$ cat src/rtl/kv_cmd_exec.sv
// Key/value command executor: parses SET/GET/DEL frames from a byte stream and answers over a ready/valid byte port.
// Optional macro KV_CMD_CLEAR_EN adds opcode 0x04 CLEAR (invalidate whole table).
module kv_cmd_exec #(
  parameter int DEPTH = 8
) (
  input  logic       clock,
  input  logic       reset,
  input  logic [7:0] rx_data,
  input  logic       rx_valid,
  output logic [7:0] tx_data,
  output logic       tx_valid,
  input  logic       tx_ready,
  output logic       busy,
  output logic       overrun
);

  localparam int IW = $clog2(DEPTH);

  localparam logic [7:0] OP_SET   = 8'h01;
  localparam logic [7:0] OP_GET   = 8'h02;
  localparam logic [7:0] OP_DEL   = 8'h03;
  localparam logic [7:0] OP_CLEAR = 8'h04;
  localparam logic [7:0] RSP_ACK  = 8'h06;
  localparam logic [7:0] RSP_NAK  = 8'h15;
  localparam logic [7:0] RSP_UNK  = 8'h3F;

  typedef enum logic [2:0] {IDLE, KEY, VAL, EXEC, RESP} state_t;

  state_t     state_q, state_d;
  logic [7:0] op_q, op_d;
  logic [7:0] key_q, key_d;
  logic [7:0] val_q, val_d;
  logic [7:0] tx_data_q, tx_data_d;
  logic [7:0] resp2_q, resp2_d;
  logic       more_q, more_d;
  logic       overrun_q, overrun_d;

  logic       tbl_valid_q [DEPTH];
  logic       tbl_valid_d [DEPTH];
  logic [7:0] tbl_key_q   [DEPTH];
  logic [7:0] tbl_key_d   [DEPTH];
  logic [7:0] tbl_val_q   [DEPTH];
  logic [7:0] tbl_val_d   [DEPTH];

  logic          hit, free_found;
  logic [IW-1:0] hit_idx, free_idx;
  logic          op_known, op_nokey;

  // Parallel match against every valid entry, plus lowest-index free slot.
  always_comb begin
    hit        = 1'b0;
    hit_idx    = '0;
    free_found = 1'b0;
    free_idx   = '0;
    for (int i = 0; i < DEPTH; i++) begin
      if (!hit && tbl_valid_q[i] && (tbl_key_q[i] == key_q)) begin
        hit     = 1'b1;
        hit_idx = IW'(i);
      end
      if (!free_found && !tbl_valid_q[i]) begin
        free_found = 1'b1;
        free_idx   = IW'(i);
      end
    end
  end

  always_comb begin
`ifdef KV_CMD_CLEAR_EN
    op_known = (rx_data == OP_SET) || (rx_data == OP_GET) ||
               (rx_data == OP_DEL) || (rx_data == OP_CLEAR);
    op_nokey = (rx_data == OP_CLEAR);
`else
    op_known = (rx_data == OP_SET) || (rx_data == OP_GET) || (rx_data == OP_DEL);
    op_nokey = 1'b0;
`endif
  end

  always_comb begin
    state_d     = state_q;
    op_d        = op_q;
    key_d       = key_q;
    val_d       = val_q;
    tx_data_d   = tx_data_q;
    resp2_d     = resp2_q;
    more_d      = more_q;
    overrun_d   = overrun_q;
    tbl_valid_d = tbl_valid_q;
    tbl_key_d   = tbl_key_q;
    tbl_val_d   = tbl_val_q;

    case (state_q)
      IDLE: begin
        if (rx_valid) begin
          if (op_known) begin
            op_d    = rx_data;
            state_d = op_nokey ? EXEC : KEY;
          end else begin
            tx_data_d = RSP_UNK;
            more_d    = 1'b0;
            state_d   = RESP;
          end
        end
      end
      KEY: begin
        if (rx_valid) begin
          key_d   = rx_data;
          state_d = (op_q == OP_SET) ? VAL : EXEC;
        end
      end
      VAL: begin
        if (rx_valid) begin
          val_d   = rx_data;
          state_d = EXEC;
        end
      end
      EXEC: begin
        if (rx_valid) overrun_d = 1'b1;
        state_d = RESP;
        more_d  = 1'b0;
        case (op_q)
          OP_SET: begin
            if (hit) begin
              tbl_val_d[hit_idx] = val_q;
              tx_data_d          = RSP_ACK;
            end else if (free_found) begin
              tbl_valid_d[free_idx] = 1'b1;
              tbl_key_d[free_idx]   = key_q;
              tbl_val_d[free_idx]   = val_q;
              tx_data_d             = RSP_ACK;
            end else begin
              tx_data_d = RSP_NAK;
            end
          end
          OP_GET: begin
            if (hit) begin
              tx_data_d = RSP_ACK;
              resp2_d   = tbl_val_q[hit_idx];
              more_d    = 1'b1;
            end else begin
              tx_data_d = RSP_NAK;
            end
          end
          OP_DEL: begin
            if (hit) begin
              tbl_valid_d[hit_idx] = 1'b0;
              tx_data_d            = RSP_ACK;
            end else begin
              tx_data_d = RSP_NAK;
            end
          end
`ifdef KV_CMD_CLEAR_EN
          OP_CLEAR: begin
            for (int i = 0; i < DEPTH; i++) tbl_valid_d[i] = 1'b0;
            tx_data_d = RSP_ACK;
          end
`endif
          default: tx_data_d = RSP_UNK;
        endcase
      end
      RESP: begin
        if (rx_valid) overrun_d = 1'b1;
        if (tx_ready) begin
          if (more_q) begin
            tx_data_d = resp2_q;
            more_d    = 1'b0;
          end else begin
            state_d = IDLE;
          end
        end
      end
      default: state_d = IDLE;
    endcase
  end

  always_ff @(posedge clock) begin
    if (reset) begin
      state_q     <= IDLE;
      op_q        <= '0;
      key_q       <= '0;
      val_q       <= '0;
      tx_data_q   <= '0;
      resp2_q     <= '0;
      more_q      <= 1'b0;
      overrun_q   <= 1'b0;
      tbl_valid_q <= '{default: 1'b0};
      tbl_key_q   <= '{default: 8'h00};
      tbl_val_q   <= '{default: 8'h00};
    end else begin
      state_q     <= state_d;
      op_q        <= op_d;
      key_q       <= key_d;
      val_q       <= val_d;
      tx_data_q   <= tx_data_d;
      resp2_q     <= resp2_d;
      more_q      <= more_d;
      overrun_q   <= overrun_d;
      tbl_valid_q <= tbl_valid_d;
      tbl_key_q   <= tbl_key_d;
      tbl_val_q   <= tbl_val_d;
    end
  end

  assign tx_data  = tx_data_q;
  assign tx_valid = (state_q == RESP);
  assign busy     = (state_q == EXEC) || (state_q == RESP);
  assign overrun  = overrun_q;

endmodule

$ cat config.mk
export PLATFORM = sky130hd
export DESIGN_NAME = kv_cmd_exec
export DESIGN_NICKNAME = d
export VERILOG_FILES = /design/src/rtl/kv_cmd_exec.sv
export SDC_FILE = /design/constraint.sdc
export NUM_CORES = 1
export LEC_CHECK = 0
export ABC_AREA = 1
export ABC_CLOCK_PERIOD_IN_PS = 3900
export CORE_MARGIN = 1.5
export CORE_UTILIZATION = 45
export CTS_CLUSTER_SIZE = 28
export DETAILED_ROUTE_END_ITERATION = 10
export MAX_ROUTING_LAYER = met4
export PLACE_DENSITY = 0.59
export SYNTH_ARGS = -nofsm -noshare
export SYNTH_HDL_FRONTEND = slang
export SYNTH_SLANG_ARGS = --single-unit
$ cat constraint.sdc
create_clock -name clock -period 3.9 [get_ports clock]
set_clock_uncertainty 0.1 [all_clocks]
set_input_delay 0.78 -clock clock [delete_from_list [all_inputs] [get_ports clock]]
set_output_delay 0.78 -clock clock [all_outputs]
set_load 0.02 [all_outputs]
* Yosys cells after proc, flatten, opt, wreduce, memory -nomap -nowiden
Index checks and enable logic that the tools add are counted.
** Operators by class
- Order comparisons :: 4
- Equality and inequality tests :: 28
- Muxes and demuxes :: 73
- Bitwise operators :: 6
- Reduce and logical (&&, ||, !) cells :: 64
** Operators by type and width (count)
- bitwise mux 64 bit :: 3
- two-way mux 64 bit :: 2
- two-way mux 8 bit :: 11
- equality test 8 bit :: 8
- two-way mux 3 bit :: 18
- demux 8 bit (select 3 bit) :: 2
- equality test 8 x 2 -> 1 bit, second input constant :: 4
- case mux 8 bit (2 select lines) :: 2
- two-way mux 1 bit :: 26
- binary-select mux 8 bit (select 3 bit) :: 1
- logical AND 1 bit :: 24
- case mux 8 bit (3 select lines) :: 1
- zero test 1 bit :: 20
- equality test 8 x 1 -> 1 bit, second input constant :: 2
- inequality test 2 bit, second input constant :: 8
- two-way mux 5 bit :: 3
- case mux 3 bit (5 select lines) :: 1
- AND reduction 5 bit :: 3
- AND reduction 3 bit :: 3
- AND 8 bit :: 1
- greater-or-equal comparator 4 bit, second input constant :: 2
- < comparator 4 x 1 -> 1 bit, second input constant :: 2
- NOT 3 -> 4 bit :: 2
- NOT 8 bit :: 1
- other kinds (15) :: 25
** Word-level totals
- Register bits :: 181
- Input bits :: 12
- Output and inout port bits :: 11
- Logic and storage cells :: 207

* Logic depth before layout (Yosys ltp)
- Depth in word-level cells :: 40
- Depth in mapped cells :: 20
- Depth with buffers taken out :: 18

* Least setup slack after synthesis
OpenSTA, ideal clock, no wires.
- Path kind :: flip-flop to output port
- From :: register state_q[0]
- To :: output port busy
- Data arrival time :: 1.431 ns
- Required time :: 3.020 ns
- Setup slack :: 1.589 ns
- Cell stages (with the launch flop) :: 6
- Buffers on the path :: 0
- Cell sequence :: dfxtp_1 > nor2_1 > inv_1 > nor2_1 > inv_1 > nand2_1
** On the way
- Longest elaborated chain between the ends :: 2
- Elaborated cells between the ends (all ways) :: 3
** RTL lines
- from (decl) :: RTL line 29 : state_t state_q, state_d;
- from (signal assigned) :: RTL line 189 : state_q <= state_d;
- equality test 3 bit
- via tx_valid :: RTL line 11 : output logic tx_valid,
- logical OR 1 bit :: RTL line 205 : assign busy = (state_q == EXEC) || (state_q == RESP);
- to (decl) :: RTL line 13 : output logic busy,
The timed path passes the listed nets, and every way through them passes these cells.

* Final worst setup path
- From :: register key_q[1]
- To :: register tbl_val_q[63] (netlist name)
** On the way
- Longest elaborated chain between the ends :: 38
- Elaborated cells between the ends (all ways) :: 55
** RTL lines
- from (decl) :: RTL line 31 : logic [7:0] key_q, key_d;
- from (signal assigned) :: RTL line 191 : key_q <= key_d;
- equality test 8 bit :: RTL line 56 : if (!hit && tbl_valid_q[i] && (tbl_key_q[i] == key_q)) begin
- logical AND 1 bit :: RTL line 56
- two-way mux 1 bit :: RTL line 56
- zero test 1 bit :: RTL line 56
- logical AND 1 bit (2 in a row) :: RTL line 56
- two-way mux 1 bit :: RTL line 56
- zero test 1 bit :: RTL line 56
- logical AND 1 bit (2 in a row) :: RTL line 56
- [20 not listed]
- two-way mux 3 bit :: RTL line 56
- NOT 3 -> 4 bit (not written as such) :: RTL line 123 : tbl_val_d[hit_idx] = val_q;
- greater-or-equal comparator 4 bit (not written as such) / < comparator 4 x 1 -> 1 bit (equally long branches) :: RTL line 123
- logical AND 1 bit (not written as such) :: RTL line 123
- two-way mux 8 bit (not written as such) :: RTL line 123
- demux 8 bit (select 3 bit) :: RTL line 123
- bitwise mux 64 bit :: RTL line 123
- two-way mux 64 bit :: RTL line 122 : if (hit) begin
- to (signal assigned) :: RTL line 199 : tbl_val_q <= tbl_val_d;
- to (decl) :: RTL line 42 : logic [7:0] tbl_val_q [DEPTH];
Several ways; a longest one is shown, not always the timed one.
A chain may end at the register's enable or synchronous reset.

==> flow_summary.toml <==
[run_status]
status = "finished, final reports clean"

[grt]
antenna_found_initial = 0
grt_max_degree = 44
grt-ovfl-total = 0
track_usage_pct = 27.60
grt_pass1_vias = 8265
grt_pass1_wl_um = 45130

[finish]
fin_util_pct = 50.60
drive_gt1_share_pct = 8.436
fin_cells = 1733
area_delta_synth_final_pct = 10.72
nNetsFinal = 1457
fin_area_um2 = 10570
final_common_cell = "nand2_1"
final_cell_mix = "nand2_1, nor2_1, dfxtp_1, inv_1, a21oi_1"
diodes = 0

[synth]
synthDistinctLibCells = 54
yosys_warnings = 0
synth_edf_count = 0
seq_area_frac_synth_pct = 37.96
synth_top_area_share_pct = 37.96
synth_fp_nets = 1457
syn_area_per_cell_um2 = 6.607
syn_area_um2 = 9547
yosysTopAreaCell = "dfxtp_1"
synth_seq_cells = 181
ys_dominant_reg_cell = "dfxtp_1"
netlist_top_cells_area = "dfxtp_1, nand2_1, nor2_1"
synthArstFlopShare_pct = 0
synthCells = 1445

[clock_tree]
cts_buffer_depth = 2
clkSlewWorstSetupHoldPaths_ps = 80
cts-htree-levels = 4
postCtsHoldBufs = 0
post-cts-setup-buffers = 0
cts-resized-gates = 0
insertion_delay_ps = 450
cts_tree = "done"
cts_buffers = 17
root_buffer = "clkbuf_16"
cts.sink_count = 181

[critical_path]
startpoint_type = "flip-flop"
cp_max_fo = 21
worstReg2RegStart = "key_q[1]$_SDFFE_PP0P_"
crit_type = "reg2reg"
crit_required_ps = 4150
reg2reg_depth = 17
reg2reg_to = "tbl_val_q[63]$_SDFFE_PP0P_"
ff2ff_setup_slack_ps = 380
end_kind = "flip-flop"
arrival_ps = 3770

[hold_path]
min_path_cells = 2
hp-class = "reg2reg"
whs_endpoint = "op_q[6]$_SDFFE_PP0P_"
hold_start = "op_q[6]$_SDFFE_PP0P_"

[drt]
wl_per_cell_um = 16.59
drc = 0
drt_iter0_drc = 664
vias = 9041
via_per_inst = 5.217
drt_pass1_iterations = 5
wl_um = 28750
ant_nets = 0

[placement]
pre_cts_ws_ps = 457.6
dpl.hpwl_um = 20820
gp_congestion = 0.9106
place_area_um2 = 9943
io_buffers = 22
dpl.cell_count = 1701

[timing]
slew_viol_final = 0
fmax_ghz = 0.2838
slew_headroom_pct = 42.28
layout_setup_ws_ps = 376.6
fin_crit_ps = 3523
rsz0062_at_grt = "no"
post-route-period-util_pct = 90.34
tightest_slew_ps = 857.9
setup_tns_ps = 0
hold_viol_final = 0
finalSetupViolCount = 0

[power_and_ir_drop]
p_per_area_nw_per_um2 = 369.1
p_leak_uw = 0.004411
ir_drop_mv = 0.2511

[floorplan]
die_h_um = 148.7
std_cell_rows = 53
die_area_um2 = 22100
core_um2 = 20890
ios = 23
start_util_pct = 45.70
die_w_um = 148.7

[flow_run]
drv_cap = 0
-- cells by family after synthesis --
group,Yosys count,share of synthesized area (%)
xor gates and xnor gates,13,1.193
and+or+nand+nor,783,37.44
AOI/OAI and AO/OA,235,12.95
buffers and inverters,233,10.46
DFF,181,37.96
-- state kept, by name, indices dropped and copies added (netlist names) --
signal       count
key_q            8
val_q            8
tbl_key_q       64
tx_data          8
overrun          1
state_q          3
more_q           1
op_q             8
tbl_val_q       64
tbl_valid_q      8
resp2_q          8
-- cell usage after synthesis (15+ instances only) --
cell type    n
o21ai_1     21
clkbuf_1    23
buf_2       15
a21oi_1    101
inv_1      160
nand3_1     95
nor3_1      23
nand2_1    339
nor2_1     234
nand4_1     20
dfxtp_1    181
o21ai_0     91
-- layout make-up --
type                       instances  area (um^2)
fill                            2152        10320
sequential                       181         3623
clock inverter                    15        201.4
inverter                         174        658.1
clock buffer                      17        425.4
timing repair buffer              40        392.9
multi-input combinational       1031         4925
tap                              275        344.1
-- worst max-delay path by stage --
| stage | start | end | depth (start not counted) |
|---|---|---|---|
| after floorplan | state_q[0]$_SDFFE_PP0P_ | busy | 5 |
| after global placement | key_q[1]$_SDFFE_PP0P_ | tbl_val_q[58]$_SDFFE_PP0P_ | 17 |
| after detailed placement | key_q[1]$_SDFFE_PP0P_ | tbl_val_q[63]$_SDFFE_PP0P_ | 17 |
| after CTS | key_q[1]$_SDFFE_PP0P_ | tbl_val_q[63]$_SDFFE_PP0P_ | 17 |
| after global routing | key_q[1]$_SDFFE_PP0P_ | tbl_val_q[34]$_SDFFE_PP0P_ | 10 |
| final | key_q[1]$_SDFFE_PP0P_ | tbl_val_q[63]$_SDFFE_PP0P_ | 17 |
-- critical path, stage by stage (launching register included) --
cell and delay, ps:
dfxtp_1 860, inv_1 370, nand2_1 210, nand2_1 60
inv_1 50, nand2_1 40, nor2_1 130, nand3_2 140
nand2_4 130, nor2_4 70, nand3_4 100, nand2_2 100
clkinv_2 210, nand2_4 130, nor3_4 250, nand2_2 230
nor2_1 160, nor2_1 60
-- per-stage QoR --
stage	hold WS, ps	power [uW]
6_report	345.0	3901
5_1_grt	362.4	4027
4_1_cts	350.5	3928
3_5_place_dp	338.3	2144
3_3_place_gp	332.6	2144
2_1_floorplan	323.5	2046
-- layer usage --
metal / global-route usage, % / routed length (um)
met5: - / 0
met4: 8.960 / 694
met3: 3.589 / 1190
met2: 44.23 / 13510
met1: 36.08 / 13350
-- power by group --
group	leakage, uW	switching, uW	total, uW	internal, uW
Sequential	0.00146	11.1	1870	1860
Clock	0.000300	916	1800	883
Combinational	0.00265	142	227	85.3
Note: power is estimated with default switching activity, not from simulation.
